<file path="src/rtl/dmem_min_scan_ctrl.sv">
// Data-memory port sequencer for a hardware signed-minimum search.
// Idle: CPU memory signals pass straight through. Busy: the CPU is stalled and
// locked out while the block scans `count` words, then writes min/index to RES_ADR.
module dmem_min_scan_ctrl #(
  parameter int          CNT_W   = 16,
  parameter logic [31:0] RES_ADR = 32'd2000
) (
  input  logic             clk,
  input  logic             rst,
  input  logic             start,
  input  logic [31:0]      base_adr,
  input  logic [CNT_W-1:0] count,
  output logic             busy,
  output logic             done,
  output logic             empty_err,
  output logic [31:0]      min,
  output logic [31:0]      min_idx,
  input  logic [31:0]      cpu_adr,
  input  logic [31:0]      cpu_d_in,
  input  logic             cpu_mrd,
  input  logic             cpu_mwr,
  output logic [31:0]      cpu_d_out,
  output logic             cpu_stall,
  output logic [31:0]      mem_adr,
  output logic [31:0]      mem_d_in,
  output logic             mem_mrd,
  output logic             mem_mwr,
  input  logic [31:0]      mem_d_out
);

  typedef enum logic [2:0] {IDLE, SCAN, WR_MIN, WR_IDX, DONE} state_t;

  state_t           state, nxt;
  logic [31:0]      ptr;
  logic [CNT_W-1:0] remaining;
  logic [CNT_W-1:0] idx;
  logic             first;
  logic [31:0]      run_min;
  logic [CNT_W-1:0] run_idx;
  logic             take;

  // First element always seeds the running min; afterwards only a strictly
  // smaller value replaces it, so ties keep the earliest index.
  assign take = first || ($signed(mem_d_out) < $signed(run_min));

  // State register
  always_ff @(posedge clk) begin
    if (!rst) state <= IDLE;
    else      state <= nxt;
  end

  // Next state and memory-port mux; CPU pass-through is the default
  always_comb begin
    nxt       = state;
    busy      = 1'b0;
    done      = 1'b0;
    mem_adr   = cpu_adr;
    mem_d_in  = cpu_d_in;
    mem_mrd   = cpu_mrd;
    mem_mwr   = cpu_mwr;
    cpu_d_out = mem_d_out;
    unique case (state)
      IDLE: begin
        if (start) nxt = (count != '0) ? SCAN : DONE;
      end
      SCAN: begin
        busy      = 1'b1;
        mem_adr   = ptr;
        mem_d_in  = 32'd0;
        mem_mrd   = 1'b1;
        mem_mwr   = 1'b0;
        cpu_d_out = 32'd0;
        if (remaining == CNT_W'(1)) nxt = WR_MIN;
      end
      WR_MIN: begin
        busy      = 1'b1;
        mem_adr   = RES_ADR;
        mem_d_in  = run_min;
        mem_mrd   = 1'b0;
        mem_mwr   = 1'b1;
        cpu_d_out = 32'd0;
        nxt       = WR_IDX;
      end
      WR_IDX: begin
        busy      = 1'b1;
        mem_adr   = RES_ADR + 32'd4;
        mem_d_in  = 32'(run_idx);
        mem_mrd   = 1'b0;
        mem_mwr   = 1'b1;
        cpu_d_out = 32'd0;
        nxt       = DONE;
      end
      DONE: begin
        done = 1'b1;
        nxt  = IDLE;
      end
      default: nxt = IDLE;
    endcase
  end

  assign cpu_stall = busy;

  // Scan datapath: pointer/index walk, running min, result and error registers
  always_ff @(posedge clk) begin
    if (!rst) begin
      ptr       <= '0;
      remaining <= '0;
      idx       <= '0;
      first     <= 1'b0;
      run_min   <= '0;
      run_idx   <= '0;
      empty_err <= 1'b0;
      min       <= '0;
      min_idx   <= '0;
    end else begin
      unique case (state)
        IDLE: begin
          if (start) begin
            if (count != '0) begin
              ptr       <= base_adr & ~32'h3;
              remaining <= count;
              idx       <= '0;
              first     <= 1'b1;
              empty_err <= 1'b0;
            end else begin
              empty_err <= 1'b1;
            end
          end
        end
        SCAN: begin
          if (take) begin
            run_min <= mem_d_out;
            run_idx <= idx;
          end
          ptr       <= ptr + 32'd4;
          idx       <= idx + CNT_W'(1);
          remaining <= remaining - CNT_W'(1);
          first     <= 1'b0;
        end
        WR_MIN:  min     <= run_min;
        WR_IDX:  min_idx <= 32'(run_idx);
        default: ;
      endcase
    end
  end

endmodule

</file>
<file path="config.mk">
export PLATFORM = sky130hd
export DESIGN_NAME = dmem_min_scan_ctrl
export DESIGN_NICKNAME = d
export VERILOG_FILES = /design/src/rtl/dmem_min_scan_ctrl.sv
export SDC_FILE = /design/constraint.sdc
export NUM_CORES = 1
export LEC_CHECK = 0
export BUFFER_PORTS_ARGS = -buffer_cell sky130_fd_sc_hd__buf_2
export CORE_UTILIZATION = 46
export CTS_CLUSTER_SIZE = 12
export DETAILED_ROUTE_END_ITERATION = 12
export PLACE_DENSITY = 0.85
export SLEW_MARGIN = 20
export SYNTH_ARGS = -nofsm -noshare
export SYNTH_HDL_FRONTEND = slang
export SYNTH_SLANG_ARGS = --single-unit
</file>
<file path="constraint.sdc">
create_clock -name clk -period 2.4 [get_ports clk]
set_input_delay 0.12 -clock clk [delete_from_list [all_inputs] [get_ports clk]]
set_output_delay 0.12 -clock clk [all_outputs]
set_load 0.01 [all_outputs]
</file>
== Yosys cells after proc, flatten, opt, wreduce, memory -nomap -nowiden ==
Index checks and enable logic that the tools add are counted.
W data, S select, Z words.
Word-level totals
  flip-flop bits (word level): 165
  input bits: 149
Operators by class
  add/subtract/negate cells: 3
  order comparisons: 1
  equal/unequal tests: 8
  muxes and demuxes: 24
  reduce and logical (&&, ||, !) cells: 10
Operators with widths (count)
  $pmux W32 S3: 2
  $mux W32: 3
  $mux W16: 4
  $pmux W16 S2: 2
  $pmux W32 S2: 1
  $add A32 B3 Y32 const B: 1
  $lt A32 B32 Y1: 1
  $add A16 B1 Y16 const B: 1
  $eq A16 B1 Y1 const B: 1
  $reduce_bool A16 Y1: 1
  $sub A16 B1 Y16 const B: 1
  $pmux W3 S4: 1
  $mux W3: 3
  $eq A3 B2 Y1 const B: 2
  $ne A2 B2 Y1 const B: 3
  $pmux W1 S2: 3
  $reduce_and A2 Y1: 3
  $mux W1: 5
  $eq A3 B1 Y1 const B: 1
  $eq A3 B3 Y1 const B: 1
  $logic_not A3 Y1: 1
  $reduce_and A3 Y1: 1
  $reduce_or A3 Y1: 1
  $reduce_bool A2 Y1: 1
  2 further kinds: 2

== Depth between registers and ports, before layout ==
  depth after elaboration: 4
  mapped depth: 11

== Worst setup path before layout ==
OpenSTA, ideal clock, no wires.
  path kind: reg2reg
  start point: reg run_min[21]
  end point: reg run_idx[11]
  library setup time: 72 ps
  arrival: 2122 ps
  data required time: 2328 ps
  setup slack: 207 ps
  stages on the path, launching flop included: 11
  path buffers: 2
  clock period less this slack: 2193 ps
  cells stage by stage: dfxtp_1 -> inv_1 -> ha_1 -> a21o_1 -> nand3_1 -> a211oi_1 -> a2111oi_0 -> a2bb2oi_1 -> buf_4 -> buf_4 -> mux2i_1
Between the ends
  cells in the longest elaborated chain, start to end: 3
Ends and longest elaborated chain
  start: declaration: line 38  | logic [31:0] run_min;
  start signal: assignment: line 132  | run_min <= mem_d_out;
  $lt A32 B32 Y1: line 44  | assign take = first || ($signed(mem_d_out) < $signed(run_min));
  $logic_or A1 B1 Y1: line 44
  $reduce_and A2 Y1 (no source line)
  end signal: assignment: line 133  | run_idx <= idx;
  end: declaration: line 39  | logic [CNT_W-1:0] run_idx;
No other way between the ends.
A chain may end at the register's enable or synchronous reset.

== Final worst setup path ==
  start point: in mem_d_out[25]
  end point: reg run_idx[9]
Between the ends
  cells in the longest elaborated chain, start to end: 3
Ends and longest elaborated chain
  start: declaration: line 28  | input logic [31:0] mem_d_out
  $lt A32 B32 Y1: line 44
  $logic_or A1 B1 Y1: line 44
  $reduce_and A2 Y1 (no source line)
No other way between the ends.

==> results.cfg <==
[timing]
period_share_pct = 97.9
hold_viol = 0
finalSetupViolCount = 0
slew_viol_final = 0
rsz0062_at_grt = yes
skew_ps = 17.1
tightest_slew_ps = 854
fmax_ghz = 0.426
setup_ws_ps = 50.5
period_needed_ps = 2350
slew_headroom_pct = 43.1

[floorplanning]
ioPinCount = 315
die_h_um = 144
die_w_um = 144
die_area_mm2 = 0.0208
initial_core_util_pct = 47.3
num_rows = 51
core-area_mm2 = 0.0197

[yosys]
synth_top_area_share_pct = 35.1
synth.distinct_cells = 63
synthFlopType = dfxtp_1
ys_async_sr_fraction_pct = 0
avgSynthCellArea_um2 = 7.46
seq_area_frac_synth_pct = 35.1
yosysWarnings = 0
netlist_instances = 1245
synth_area_leader_cell = dfxtp_1
synth_edf_count = 0
synthesis.area_mm2 = 0.00929
synth_seq_cells = 163
synthTopCellsByArea = dfxtp_1, nand2_1, mux2i_1

[final_layout]
syn_to_final_growth_pct = 31.5
nets = 1736
num_antenna_cells = 0
fillers = 1633
regArea_mm2 = 0.00327
stdcell_count = 1830
multiInputGateArea_mm2 = 0.00556
post_route_cells_drive_above_1_share_pct = 25.4

[global_routing]
grt_max_degree = 91
grt_overflow = 0
grt_use_total_pct = 28.6
antenna_found_initial = 0
grt_pass1_wl_um = 46300
grt_pass1_vias = 9261

[placement]
dp_hpwl_um = 20600
place_ws_ps = -1.01
dp.cells = 1754
gp_congestion = 0.909
port_buffers = 296

[setup_path]
crit_required_ps = 2750
critPathArrivalTime_ps = 2700
worstSetupPathType = in2reg
endpoint_kind = flop
timing.critical_path.fanout_max = 8
critPathLaunchType = primary input

[detailed_routing]
vias = 10235
postRouteAntennaNets = 0
vias_per_cell = 5.59
wirelength_um = 31300
drtIter0Drc = 709
wl_per_cell_um = 17.1
drtPass1Iterations = 5
drcViolationCount = 0

[status]
status = finished clean

[clocking]
clock_tree.buffer_depth = 2
cts_tree = yes
path_clk_slew_ps = 80
h-tree-depth = 4
root_buffer = clkbuf_16
insertion_delay_ps = 440
clock_sinks = 163
cts_buffers = 17

[power_and_ir_drop]
powerDensity_mw_per_mm2 = 755
p_leak_nw = 5.30
irDropWorstVdd_uv = 540

[min_path]
hold_path.class = in2reg

[run]
cap_viol_max_count = 0
[path summary, 6_finish.rpt]
| kind | cells after the start | to | slack [ps] | startpoint |
|---|---|---|---|---|
| worst max register to register | 10 | run_idx[9] | 60 | run_min[29] |
| worst min register to register | 2 | min[27] | 450 | min[27] |
| worst max-delay path | 12 | run_idx[9] | 50 | mem_d_out[25] |
| worst min-delay path | 4 | ptr[20] | 30 | base_adr[20] |
[report_power, final]
part / internal (mW) / switching (mW)
clock: 1.52 / 1.34
sequential: 2.91 / 0.243
combinational: 1.32 / 1.88
[synth_stat cells (11+ instances only)]
cell and instances:
dfxtp_1 163, ha_1 35, buf_4 22, nand4_1 20, a211oi_1 12, a22o_1 26, and2_1 37, a21oi_1 112
mux2i_1 64, a22oi_1 12, inv_1 39, nor2_1 73, nand2_1 321, o21ai_0 62, clkbuf_1 65, nor3_1 15
xor2_1 11, nand3_1 21
[critical path, stage by stage]
cell           delay, ps
dlygate4sd3_1        540
buf_2                140
ha_1                 310
a21o_1               190
nand3_1              100
a21oi_1               80
a2111oi_2            360
buf_4                180
a2bb2oi_4            140
buf_4                170
buf_12               150
mux2i_2              230
[cells in the final DEF, fill, tap and decap left out, types with 4 or more instances in the layout]
master	count
nand2_1	321
buf_2	295
dfxtp_1	161
a21oi_1	112
nor2_1	72
mux2i_1	62
o21ai_0	61
inv_1	39
and2_1	37
dlygate4sd3_1	36
ha_1	35
buf_4	29
a22o_1	26
nand3_1	21
nand4_1	20
clkbuf_16	19
conb_1	16
nor3_1	12
a22oi_1	12
a211oi_1	11
xor2_1	11
o22ai_1	9
and3_1	8
nor2b_1	7
a21o_1	7
o31ai_1	7
or4_1	6
nor4_1	6
inv_8	6
buf_12	6
o41ai_1	5
o31a_1	5
o21a_1	5
buf_6	5
nor3b_1	4
xnor2_1	4
clkinv_8	4
[state kept, by name (all words and copies together) (netlist names)]
signal     count
min           32
run_min       32
ptr           30
idx           16
min_idx       16
remaining     16
run_idx       16
state          3
empty_err      1
first          1
[logic make-up after synthesis]
logic type                 after synthesis  share of synthesized area [%]
muxes                                   64                           6.89
other                                    1                         0.0403
AOI/OAI and AO/OA                      292                           19.8
xor gates and xnor gates                15                           1.41
adders and majority gates               35                           4.71
and+or+nand+nor                        533                           25.2
DFF                                    163                           35.1
buffers and inverters                  142                           6.84
[routing by layer]
| metal | part of all wire, % | global-route usage [%] |
|---|---|---|
| met5 | 0 | 0 |
| met4 | 2.8 | 11.7 |
| met3 | 7.5 | 5.93 |
| met2 | 49 | 50.8 |
| met1 | 41 | 33.5 |
[stage by stage]
step / TNS (ps) / cell area (um2) / total power [mW] / hold WS [ps] / utilization [%]
2_1_floorplan: 0 / 9350 / 5.11 / 262 / -
3_3_place_gp: 0 / 11100 / 6.06 / 390 / 56.3
3_5_place_dp: -1.01 / 11100 / 6.16 / 396 / 56.3
4_1_cts: 0 / 12100 / 9.10 / 14.4 / 61.4
5_1_grt: -1870 / 12200 / 9.68 / 39.6 / 62.2
6_report: 0 / 12200 / 9.22 / 25.7 / 62.2
[repair_timing]
action	in CTS	in global routing
cloned	2	3
setup endpoints to repair	20	71
pin swaps	2	3
hold buffers	36	0
buffers inserted	0	3
resized for setup	3	16
hold endpoints to repair	36	0
[layout make-up]
class | count | share of cell area [%]
clock buffers | 17 | 3.48
flip-flops and latches | 163 | 26.7
multi-input cells | 957 | 45.5
clock inverters | 15 | 1.67
repair buffers | 373 | 18.7
inverters | 40 | 1.24
well taps | 265 | 2.71
No activity file was read; power rests on OpenSTA's default activity.
